--- src/rtl/pipeline_ctrl.sv ---
// Pipeline sequencing controller: run/step/stop, hazard stalls, HALT drain.
// Optional executed-cycle counter enabled by PIPE_CTRL_CYCLE_COUNT_EN.
module pipeline_ctrl #(
    parameter int DRAIN_CYCLES   = 4,
    parameter int CYCLE_CNT_SIZE = 32
) (
    input  logic                      i_clk,
    input  logic                      i_reset,
    input  logic                      i_run_cmd,
    input  logic                      i_step_cmd,
    input  logic                      i_stop_cmd,
    input  logic                      i_halt_detected,
    input  logic                      i_load_use_hazard,
    input  logic                      i_branch_taken,
    output logic                      o_pc_enable,
    output logic                      o_if_id_enable,
    output logic                      o_if_id_flush,
    output logic                      o_id_ex_enable,
    output logic                      o_id_ex_flush,
    output logic                      o_ex_mem_enable,
    output logic                      o_mem_wb_enable,
    output logic [2:0]                o_state,
    output logic                      o_end_program,
    output logic [CYCLE_CNT_SIZE-1:0] o_cycle_count
);

    typedef enum logic [2:0] {
        IDLE  = 3'd0,
        RUN   = 3'd1,
        STEP  = 3'd2,
        DRAIN = 3'd3,
        DONE  = 3'd4
    } state_t;

    localparam logic [3:0] DRAIN_LOAD = 4'(DRAIN_CYCLES - 1);

    state_t     state;
    state_t     state_nxt;
    logic [3:0] drain_cnt;
    logic [3:0] drain_nxt;

    always_ff @(posedge i_clk) begin
        if (i_reset) begin
            state     <= IDLE;
            drain_cnt <= '0;
        end else begin
            state     <= state_nxt;
            drain_cnt <= drain_nxt;
        end
    end

    always_comb begin
        state_nxt       = state;
        drain_nxt       = drain_cnt;
        o_pc_enable     = 1'b0;
        o_if_id_enable  = 1'b0;
        o_if_id_flush   = 1'b0;
        o_id_ex_enable  = 1'b0;
        o_id_ex_flush   = 1'b0;
        o_ex_mem_enable = 1'b0;
        o_mem_wb_enable = 1'b0;
        o_end_program   = 1'b0;
        case (state)
            IDLE: begin
                if (i_run_cmd) begin
                    state_nxt = RUN;
                end else if (i_step_cmd) begin
                    state_nxt = STEP;
                end
            end
            RUN, STEP: begin
                o_id_ex_enable  = 1'b1;
                o_ex_mem_enable = 1'b1;
                o_mem_wb_enable = 1'b1;
                if (i_halt_detected) begin
                    // the halt-detect cycle is itself the first drain cycle
                    o_id_ex_flush = 1'b1;
                    drain_nxt     = DRAIN_LOAD;
                    state_nxt     = (DRAIN_CYCLES == 1) ? DONE : DRAIN;
                end else begin
                    if (i_load_use_hazard) begin
                        o_id_ex_flush = 1'b1;
                    end else begin
                        o_pc_enable    = 1'b1;
                        o_if_id_enable = 1'b1;
                        o_if_id_flush  = i_branch_taken;
                    end
                    if (state == STEP || i_stop_cmd) begin
                        state_nxt = IDLE;
                    end
                end
            end
            DRAIN: begin
                o_id_ex_enable  = 1'b1;
                o_id_ex_flush   = 1'b1;
                o_ex_mem_enable = 1'b1;
                o_mem_wb_enable = 1'b1;
                if (drain_cnt != 4'd0) begin
                    drain_nxt = drain_cnt - 4'd1;
                end
                if (drain_cnt <= 4'd1) begin
                    state_nxt = DONE;
                end
            end
            DONE: begin
                o_end_program = 1'b1;
            end
            default: begin
                state_nxt = IDLE;
            end
        endcase
    end

    assign o_state = state;

`ifdef PIPE_CTRL_CYCLE_COUNT_EN
    logic                      advance;
    logic [CYCLE_CNT_SIZE-1:0] cycle_cnt;

    assign advance = (state == RUN) || (state == STEP) || (state == DRAIN);

    always_ff @(posedge i_clk) begin
        if (i_reset) begin
            cycle_cnt <= '0;
        end else if (advance && !(&cycle_cnt)) begin
            cycle_cnt <= cycle_cnt + CYCLE_CNT_SIZE'(1);
        end
    end

    assign o_cycle_count = cycle_cnt;
`else
    assign o_cycle_count = '0;
`endif

endmodule

--- config.mk ---
export PLATFORM = sky130hd
export DESIGN_NAME = pipeline_ctrl
export DESIGN_NICKNAME = d
export VERILOG_FILES = /design/src/rtl/pipeline_ctrl.sv
export SDC_FILE = /design/constraint.sdc
export NUM_CORES = 1
export LEC_CHECK = 0
export CAP_MARGIN = 20
export CORE_AREA = 4 4 41 43
export CTS_BUF_LIST = sky130_fd_sc_hd__clkbuf_16
export CTS_CLUSTER_SIZE = 12
export DETAILED_ROUTE_END_ITERATION = 12
export DIE_AREA = 0 0 45 47
export DONT_BUFFER_PORTS = 1
export PLACE_DENSITY = 0.71
export SKIP_CTS_REPAIR_TIMING = 1
export SLEW_MARGIN = 10
export SYNTH_ARGS = -nofsm -noshare
export SYNTH_HDL_FRONTEND = slang
export SYNTH_SLANG_ARGS = --single-unit
--- constraint.sdc ---
create_clock -name i_clk -period 1.81 [get_ports i_clk]
set_input_delay 0.0905 -clock i_clk [delete_from_list [all_inputs] [get_ports i_clk]]
set_output_delay 0.0905 -clock i_clk [all_outputs]
set_load 0.01 [all_outputs]
### After elaboration in Yosys (flattened, before gate mapping)

Index checks and enable logic that the tools add are counted.

* $add $sub $neg: 1
* order comparisons: 1
* equality and inequality tests: 9
* muxes and demuxes: 20
* bitwise operators: 1
* reduce and logical (&&, ||, !) cells: 8

Operators with widths (count)
* $mux 3: 5
* $pmux 3 s4: 1
* $mux 1: 10
* $mux 4: 2
* $pmux 4 s2: 1
* $eq 3x2->1 const B: 2
* $ne 2x2->1 const B: 3
* $ne 3x3->1 const B: 2
* $le 4x1->1 const B: 1
* $reduce_and 4->1: 1
* $reduce_bool 4->1: 1
* $sub 4x1->4 const B: 1
* $eq 3x1->1 const B: 1
* $eq 3x3->1 const B: 1
* $logic_not 3->1: 1
* $reduce_and 3->1: 1
* $reduce_or 3->1: 1
* $pmux 1 s2: 1
* $reduce_bool 2->1: 1
* $reduce_or 2->1: 1
* $logic_or 1x1->1: 1
* $not 1->1: 1

* flip-flop bits (word level): 7
* output and inout port bits: 43
* word-level logic and storage cells: 42

### Depth between registers and ports, before layout

Gate-level depths: netlist (run 1).

* word-level depth: 5
* gate-level depth with buffers: 6
* depth with buffers taken out: 5

### Worst setup path after synthesis (run 1)

OpenSTA, ideal clock, no wires.

* kind: register to output
* start: register state[0], in the netlist o_state[0]
* end: output o_if_id_flush
* data arrival time: 1.394 ns
* required time: 1.719 ns
* path slack: 0.325 ns
* cell stages (with the launch flop): 5
* path buffers: 1
* cells stage by stage: dfxtp_1 -> buf_2 -> xor2_1 -> nor4b_2 -> and2_1

* word-level cells in the longest chain between the ends: 3
* elaborated cells between the ends (all ways): 4
* classes of those cells: 2 x eq/ne; 1 x mux; 1 x reduce/logical

Ends and longest elaborated chain
* start: declaration: line 37 `state_t state;`
* start signal: assignment: line 47 `state <= state_nxt;`
* $eq 3x2->1 / $eq 3x1->1 (equally long branches): line 63 `case (state)`
* $reduce_or 2->1 *: line 63
* $mux 1 *: line 63
* end: declaration: line 17 `output logic o_if_id_flush,`

Every way passes the cells marked *; elsewhere a longest branch is shown, timed or not.

### Worst setup path in the final report (run 1)

* start: register state[1], in the netlist o_state[1]
* end: output o_if_id_flush

Same word-level chain as after synthesis.

==> out/metrics.cfg, run 1 <==
[final_layout]
mostFrequentLayoutCells=32 x conb_1, 6 x dfxtp_1, 5 x inv_1
drive_gt1_frac=0.120
nNetsFinal=103
mostFrequentLayoutCell=conb_1
stdcell_count=107
fin_util=0.553
fill_cells=129
antenna_cells=0
syn_to_final_growth_pct=-6.66

[yosys]
synthMuxAreaShare=0.0130
synth_compound_area_frac=0.183
syn_area_sq_um=771
avgSynthCellArea_sq_um=8.20
seq_area_frac_synth=0.182
synth_fa_ha_area_frac=0.0325
yosys.area_share.simple=0.175
synth_warnings=0
synth.distinct_cells=36
yosys.area_share.xor_xnor=0.0114
synth_top_family_by_area=buffers and inverters
synth-seq-cells=7
syn-instance-count=94

[floorplanning]
dieArea_sq_um=2120
core_sq_um=1300
ioPinCount=51
initial_utilization=0.592
fp.dieH_um=47
rows=13
die_w_um=45

[status]
status=complete, no violations

[timing]
setup_tns_ps=0
finalMaxSlewViolations=0
setup_viol=0
maxSlewHeadroom=0.636
hold_viol_final=0
timing.final.crit_share=0.881
grt_setup_unrepaired=false
layout_min_cycle_time_ps=1590
finClkSkew_ps=0.388
tightest_slew_ps=544
max_freq_mhz=627

[detailed_routing]
dr_total_vias=533
wirelength_mm=1.36
drtPass1Iterations=4
drtIter0Drc=9
wl_per_cell_um=12.7
drc=0
vias_per_cell=4.98
ant_nets=0

[cts]
clkTransAtPathRegs_ps=40
clock_latency_ps=230
cts_max_level=1
tritoncts=done
clock-sinks=7
cts_root_buf=clkbuf_16
cts_buffers=3
cts_buffer_depth=2

[setup_path]
cp.arrival_ps=1500
worstSetupPathType=reg2out
regToRegSetupSlack_ps=250
required_ps=1720
critPathMaxFanout=6
path_cells=xor2_1, nor4b_2, and2_1
critical_path.startpoint_type=register
max_stage_delay_ps=470
critPathCaptureType=output port
crit_slowest_cell=dfxtp_1

[place]
dp.cells=102
dp_hpwl_mm=1.05
place_congestion=0.757
portBuffers=0

[power_and_ir_drop]
ir_drop_mv=0.612
p_total_uw=807
power_density_nw_per_um2=1120
p_leak_uw=0.000354

[grt]
grt_use_total=0.132
grt_pass1_vias=441
grt_overflow=0
grt_max_degree=13
grt_pass1_wl_mm=1.90
antenna_found_initial=0

[worst_hold_path]
worstHoldPathType=in2reg

[job]
cap_violations=0

==> synthesized netlist by cell type, drive strengths merged <==
master  count  share of area
a211oi      1         0.0097
a21boi      1         0.0097
a21o        1         0.0097
a21oi       3          0.019
a221o       1          0.015
a221oi      3          0.034
a311oi      2          0.023
a31o        1          0.011
and2        1         0.0081
and3b       1          0.013
and4b       1          0.013
buf        38           0.37
clkbuf      2         0.0097
conb        1         0.0049
dfxtp       7           0.18
ha          2          0.032
inv         4          0.019
mux2i       1          0.013
nand2       2         0.0097
nand2b      1         0.0081
nand4       1         0.0081
nor2        4          0.019
nor2b       2          0.016
nor3        1         0.0065
nor4b       1          0.019
o211ai      1         0.0097
o21ba       1          0.013
o21bai      1         0.0097
o221ai      1          0.011
o22ai       1         0.0081
or2         1         0.0081
or3b        4          0.045
xor2        1          0.011
==> power by group <==
part	total, uW	internal (uW)	switching, uW
Combinational	224	84.9	139
Sequential	209	174	34.7
Clock	374	288	86.2
==> registers in the layout (all words and copies together), names as in the netlist <==
signal     count
o_state        3
drain_cnt      4
==> logic make-up (layout without fill, tap and decap cells) <==
| family | count (synthesis) | in the layout |
|---|---|---|
| AOI/OAI and AO/OA | 18 | 18 |
| xor gates and xnor gates | 1 | 1 |
| adders and majority gates | 2 | 2 |
| buffers and inverters | 44 | 11 |
| DFF | 7 | 7 |
| muxes | 1 | 1 |
| other | 1 | 32 |
| and+or+nand+nor | 20 | 20 |
==> per-layer routing <==
layer | track usage | part of all wire | up-vias
met1 | 0.142 | 0.36 | 246
met5 | 0 | 0 | -
li1 | - | - | 254
met3 | 0.0690 | 0.11 | 4
met2 | 0.212 | 0.51 | 29
met4 | 0.0702 | 0.021 | 0
==> critical path, delay by kind of cell, from the launching register on <==
kind	cells	cell delay, ps
xor gates and xnor gates	1	310
and+or+nand+nor	2	490
DFF	1	470
==> final cells by class <==
type	count	area, sq um	area share
Timing Repair Buffer	3	25.0	0.0348
Multi-Input combinational cell	74	440	0.612
Clock inverter	1	3.75	0.00522
Tap cell	15	18.8	0.0261
Inverter	4	15.0	0.0209
Clock buffer	3	75.1	0.104
Sequential cell	7	141	0.197
==> worst paths after layout <==
kind	cells past startpoint	to	startpoint
setup / recovery	3	o_if_id_flush	o_state[1]$_SDFFE_PP0P_
hold / removal	2	drain_cnt[3]$_SDFFE_PP0P_	i_reset
setup reg to reg	5	drain_cnt[0]$_SDFFE_PP0P_	drain_cnt[1]$_SDFFE_PP0P_
hold reg to reg	1	drain_cnt[0]$_SDFFE_PP0P_	drain_cnt[0]$_SDFFE_PP0P_
==> metrics by stage <==
| step | hold slack, ps | cell area, sq um | worst slack [ps] |
|---|---|---|---|
| 2_1_floorplan | 160 | 887 | 325 |
| 3_3_place_gp | 163 | 629 | 323 |
| 3_5_place_dp | 163 | 629 | 281 |
| 4_1_cts | -78.5 | 708 | 93.1 |
| 5_1_grt | 47.9 | 719 | 57.5 |
| 6_report | 33.5 | 719 | 216 |
No activity file was read; power rests on OpenSTA's default activity.
==> run 2: changes to the inputs <==
--- a/config.mk
+++ b/config.mk
@@ -12,6 +12,7 @@
 export DETAILED_ROUTE_END_ITERATION = 12
 export DIE_AREA = 0 0 45 47
 export DONT_BUFFER_PORTS = 1
+export MAX_ROUTING_LAYER = met4
 export PLACE_DENSITY = 0.71
 export SKIP_CTS_REPAIR_TIMING = 1
 export SLEW_MARGIN = 10
==> out/metrics.cfg, run 2 (synthesis gave the netlist of run 1 again) <==
[status]
status=complete, no violations

[worst_hold_path]
holdPathStages=2  ; unchanged
worstHoldPathType=in2reg

[timing]
setup_tns_ps=0  ; unchanged
layout_min_cycle_time_ps=1590  ; +0.122 ps
grt_setup_unrepaired=false
max_freq_mhz=627  ; about the same
setup_viol=0  ; unchanged
whs_ps=33.4  ; -0.127 ps
finClkSkew_ps=0.386  ; -0.00233 ps
finalMaxSlewViolations=0  ; unchanged
timing.final.crit_share=0.881  ; about the same
maxSlewHeadroom=0.636  ; unchanged
tightest_slew_ps=544  ; unchanged
hold_viol_final=0  ; unchanged

[floorplanning]
fp.dieH_um=47  ; unchanged
die_w_um=45  ; unchanged
dieArea_sq_um=2120  ; unchanged
rows=13  ; unchanged
initial_utilization=0.592  ; unchanged
core_sq_um=1300  ; unchanged
ioPinCount=51  ; unchanged

[final_layout]
mostFrequentLayoutCells=32 x conb_1, 6 x dfxtp_1, 5 x inv_1
drive_gt1_frac=0.120  ; unchanged
mostFrequentLayoutCell=conb_1
fin_util=0.553  ; unchanged
largest_reg_flops=4  ; unchanged
fill_cells=129  ; unchanged
regMostFlops=drain_cnt
syn_to_final_growth_pct=-6.66  ; unchanged
antenna_cells=0  ; unchanged
nNetsFinal=103  ; unchanged

[place]
portBuffers=0  ; unchanged
place_congestion=0.767  ; +1.3%
dp_hpwl_mm=1.05  ; unchanged

[grt]
antenna_found_initial=0  ; unchanged
grt_pass1_wl_mm=1.91  ; +0.37%
grt_pass1_vias=439  ; -0.45%
grt_max_degree=13  ; unchanged
grt_use_total=0.136  ; +0.00432
grt_overflow=0  ; unchanged

[job]
cap_violations=0  ; unchanged

[power_and_ir_drop]
power_density_nw_per_um2=1120  ; about the same
ir_drop_mv=0.612  ; about the same
p_leak_uw=0.000354  ; unchanged
p_total_uw=807  ; about the same

[detailed_routing]
wl_per_cell_um=12.7  ; unchanged
wirelength_mm=1.36  ; unchanged
drtPass1Iterations=4  ; unchanged
dr_total_vias=533  ; unchanged
ant_nets=0  ; unchanged
drc=0  ; unchanged
drtIter0Drc=9  ; unchanged
vias_per_cell=4.98  ; unchanged

[setup_path]
rr_worst_depth=5  ; unchanged
critPathMaxFanout=6  ; unchanged
critical_path.startpoint_type=register
required_ps=1720  ; about the same
critPathCaptureType=output port
worstSetupPathType=reg2out
cp.arrival_ps=1500  ; about the same

[cts]
cts_buffer_depth=2  ; unchanged
clkTransAtPathRegs_ps=40  ; about the same
cts_max_level=1  ; unchanged
clock_latency_ps=230  ; about the same
cts_buffers=3  ; unchanged
clock-sinks=7  ; unchanged
cts_root_buf=clkbuf_16
tritoncts=done

[run 2: cell counts in the layout (fill, tap and decap cells not counted)]
No cell type changed its count.
[run 2: area by class of cell]
type / instances / area, sq um / area share
clock inverter: 1 / 3.75 / 0.00522
timing repair buffer: 3 / 25.0 / 0.0348
clock buffer: 3 / 75.1 / 0.104
tap: 15 / 18.8 / 0.0261
inverter: 4 / 15.0 / 0.0209
sequential: 7 / 141 / 0.197
multi-input combinational: 74 / 440 / 0.612
[run 2: per-stage QoR]
stage          setup WS, ps  cells  area [sq um]
2_1_floorplan           325    125           887
3_3_place_gp            323    102           629
3_5_place_dp            281    102           629
4_1_cts                93.1    106           708
5_1_grt                57.5    107           719
6_report                216    107           719
[run 2: routing by layer]
layer	wire length [um]	GRT usage	up-vias
met3	147	0.0651	4
met5	0	-	-
met2	686	0.212	29
met1	494	0.144	246
met4	29	0.0702	0
li1	-	-	254
[run 2: power breakdown]
| part | internal (uW) | switching (uW) |
|---|---|---|
| clock network | 288 | 86.3 |
| logic | 84.9 | 139 |
| registers | 174 | 34.7 |
| total | 547 | 260 |
[run 2: worst max-delay path, cell delays in order (launching register included)]
cell and delay [ps]:
dfxtp_1 470, xor2_1 310, nor4b_2 280, and2_1 210
[run 2: path summary, 6_finish.rpt]
kind	startpoint	endpoint	slack [ps]
setup / recovery	o_state[1]$_SDFFE_PP0P_	o_if_id_flush	220
hold / removal	i_reset	drain_cnt[3]$_SDFFE_PP0P_	30
setup reg to reg	drain_cnt[1]$_SDFFE_PP0P_	drain_cnt[0]$_SDFFE_PP0P_	250
hold reg to reg	drain_cnt[0]$_SDFFE_PP0P_	drain_cnt[0]$_SDFFE_PP0P_	560
==> run 3: changes to the inputs <==
==> constraint.sdc (replaced) <==
create_clock -name i_clk -period 1.9 [get_ports i_clk]
set_input_delay 0.095 -clock i_clk [delete_from_list [all_inputs] [get_ports i_clk]]
set_output_delay 0.095 -clock i_clk [all_outputs]
set_load 0.01 [all_outputs]
==> out/metrics.cfg, run 3 (synthesis gave the netlist of run 1 again) <==
[final_layout]
mostFrequentLayoutCells=32 x conb_1, 7 x dfxtp_1, 5 x inv_1
nNetsFinal=102  ; -0.97%
syn_to_final_growth_pct=-7.79
largest_reg_flops=4  ; unchanged
fin_util=0.546  ; -0.00673
multi_input_area_sq_um=440  ; unchanged
mostFrequentLayoutCell=conb_1
fill_cells=130  ; +0.78%
drive_gt1_frac=0.0989  ; -0.0207
antenna_cells=0  ; unchanged
regMostFlops=drain_cnt
regArea_sq_um=140  ; -0.89%

[timing]
tightest_slew_ps=549  ; +4.87 ps
finClkSkew_ps=1.62  ; +1.24 ps
timing.final.crit_share=0.907
setup_viol=0  ; unchanged
maxSlewHeadroom=0.633  ; -0.00326
setup_tns_ps=0  ; unchanged
finalMaxSlewViolations=0  ; unchanged
hold_viol_final=0  ; unchanged
grt_setup_unrepaired=false
layout_min_cycle_time_ps=1720
max_freq_mhz=580

[floorplanning]
rows=13  ; unchanged
die_w_um=45  ; unchanged
initial_utilization=0.592  ; unchanged
ioPinCount=51  ; unchanged
dieArea_sq_um=2120  ; unchanged
core_sq_um=1300  ; unchanged
fp.dieH_um=47  ; unchanged

[setup_path]
worstSetupPathType=reg2out
r2r-end=o_state[2]$_SDFFE_PP0P_
r2r-start=o_state[1]$_SDFFE_PP0P_
critical_path.startpoint_type=register
rr_worst_depth=3  ; -2
required_ps=1800  ; +80 ps
regToRegSetupSlack_ps=290  ; +40 ps
cp.arrival_ps=1630  ; +130 ps
critPathMaxFanout=12  ; +6
critPathCaptureType=output port

[cts]
clock-sinks=7  ; unchanged
clock_latency_ps=230  ; about the same
cts_buffers=3  ; unchanged
cts_buffer_depth=2  ; unchanged
clkTransAtPathRegs_ps=40  ; about the same
tritoncts=done
cts_max_level=1  ; unchanged
cts_root_buf=clkbuf_16

[place]
place_congestion=0.824  ; +7.4%
dp_hpwl_mm=1.00  ; -4.6%
portBuffers=0  ; unchanged

[grt]
grt_max_degree=13  ; unchanged
grt_overflow=0  ; unchanged
antenna_found_initial=0  ; unchanged
grt_pass1_vias=393  ; -10%
grt_pass1_wl_mm=1.65  ; -14%
grt_use_total=0.109  ; -0.0278

[worst_hold_path]
holdPathStages=2  ; unchanged
min_from=i_reset
worstHoldPathType=in2reg
hold_end=drain_cnt[3]$_SDFFE_PP0P_

[detailed_routing]
wl_per_cell_um=12.0  ; -5.1%
drtIter0Drc=5  ; -4
wirelength_mm=1.28  ; -6.0%
ant_nets=0  ; unchanged
drtPass1Iterations=3  ; -1
dr_total_vias=505  ; -5.3%
drc=0  ; unchanged
vias_per_cell=4.76  ; -4.4%

[job]
cap_violations=0  ; unchanged

[power_and_ir_drop]
ir_drop_mv=0.713  ; +16%
p_leak_uw=0.000349  ; -1.5%
power_density_nw_per_um2=1060  ; -5.5%

[status]
status=complete, no violations

run 3: power breakdown:
part | internal (uW) | total, uW | switching, uW
clock network | 273 | 348 | 74.7
logic | 76.4 | 203 | 126
registers | 165 | 203 | 37.9
run 3: worst max path at each step:
stage / endpoint / start / cells past startpoint
3_3_place_gp: drain_cnt[1]$_SDFFE_PP0P_ / drain_cnt[0]$_SDFFE_PP0P_ / 5
5_1_grt: o_if_id_flush / o_state[1]$_SDFFE_PP0P_ / 3
4_1_cts: o_if_id_flush / o_state[1]$_SDFFE_PP0P_ / 3
2_1_floorplan: o_if_id_flush / o_state[0]$_SDFFE_PP0P_ / 4
3_5_place_dp: o_state[2]$_SDFFE_PP0P_ / o_state[1]$_SDFFE_PP0P_ / 3
6_report: o_if_id_flush / o_state[1]$_SDFFE_PP0P_ / 3
run 3: layer usage:
metal / GRT usage / part of all wire / vias up
met1: 0.128 / 0.40 / 232
met3: 0.0651 / 0.10 / 0
li1: - / - / 254
met2: 0.167 / 0.50 / 19
met5: - / 0 / -
met4: 0.00585 / 0 / 0
run 3: critical path, stage by stage (launching register included):
cell and delay [ps]:
dfxtp_1 610, xor2_1 300, nor4b_2 270, and2_1 210
run 3: metrics by stage:
stage               instances  total power (uW)  setup slack (ps)  hold slack [ps]  instance area, sq um
floorplan                 125               451               411              164                   887
global placement          101               398               338              167                   622
detailed placement        101               401               298              172                   622
CTS                       105               756               168            -66.1                   701
global route              106               801              59.2             51.8                   711
finish                    106               754               176             53.5                   711
run 3: layout make-up:
type	instances	area share
flip-flops and latches	7	0.197
inverters	4	0.0211
clock inverters	1	0.00528
clock buffers	3	0.106
multi-input cells	74	0.620
repair buffers	2	0.0246
well taps	15	0.0264
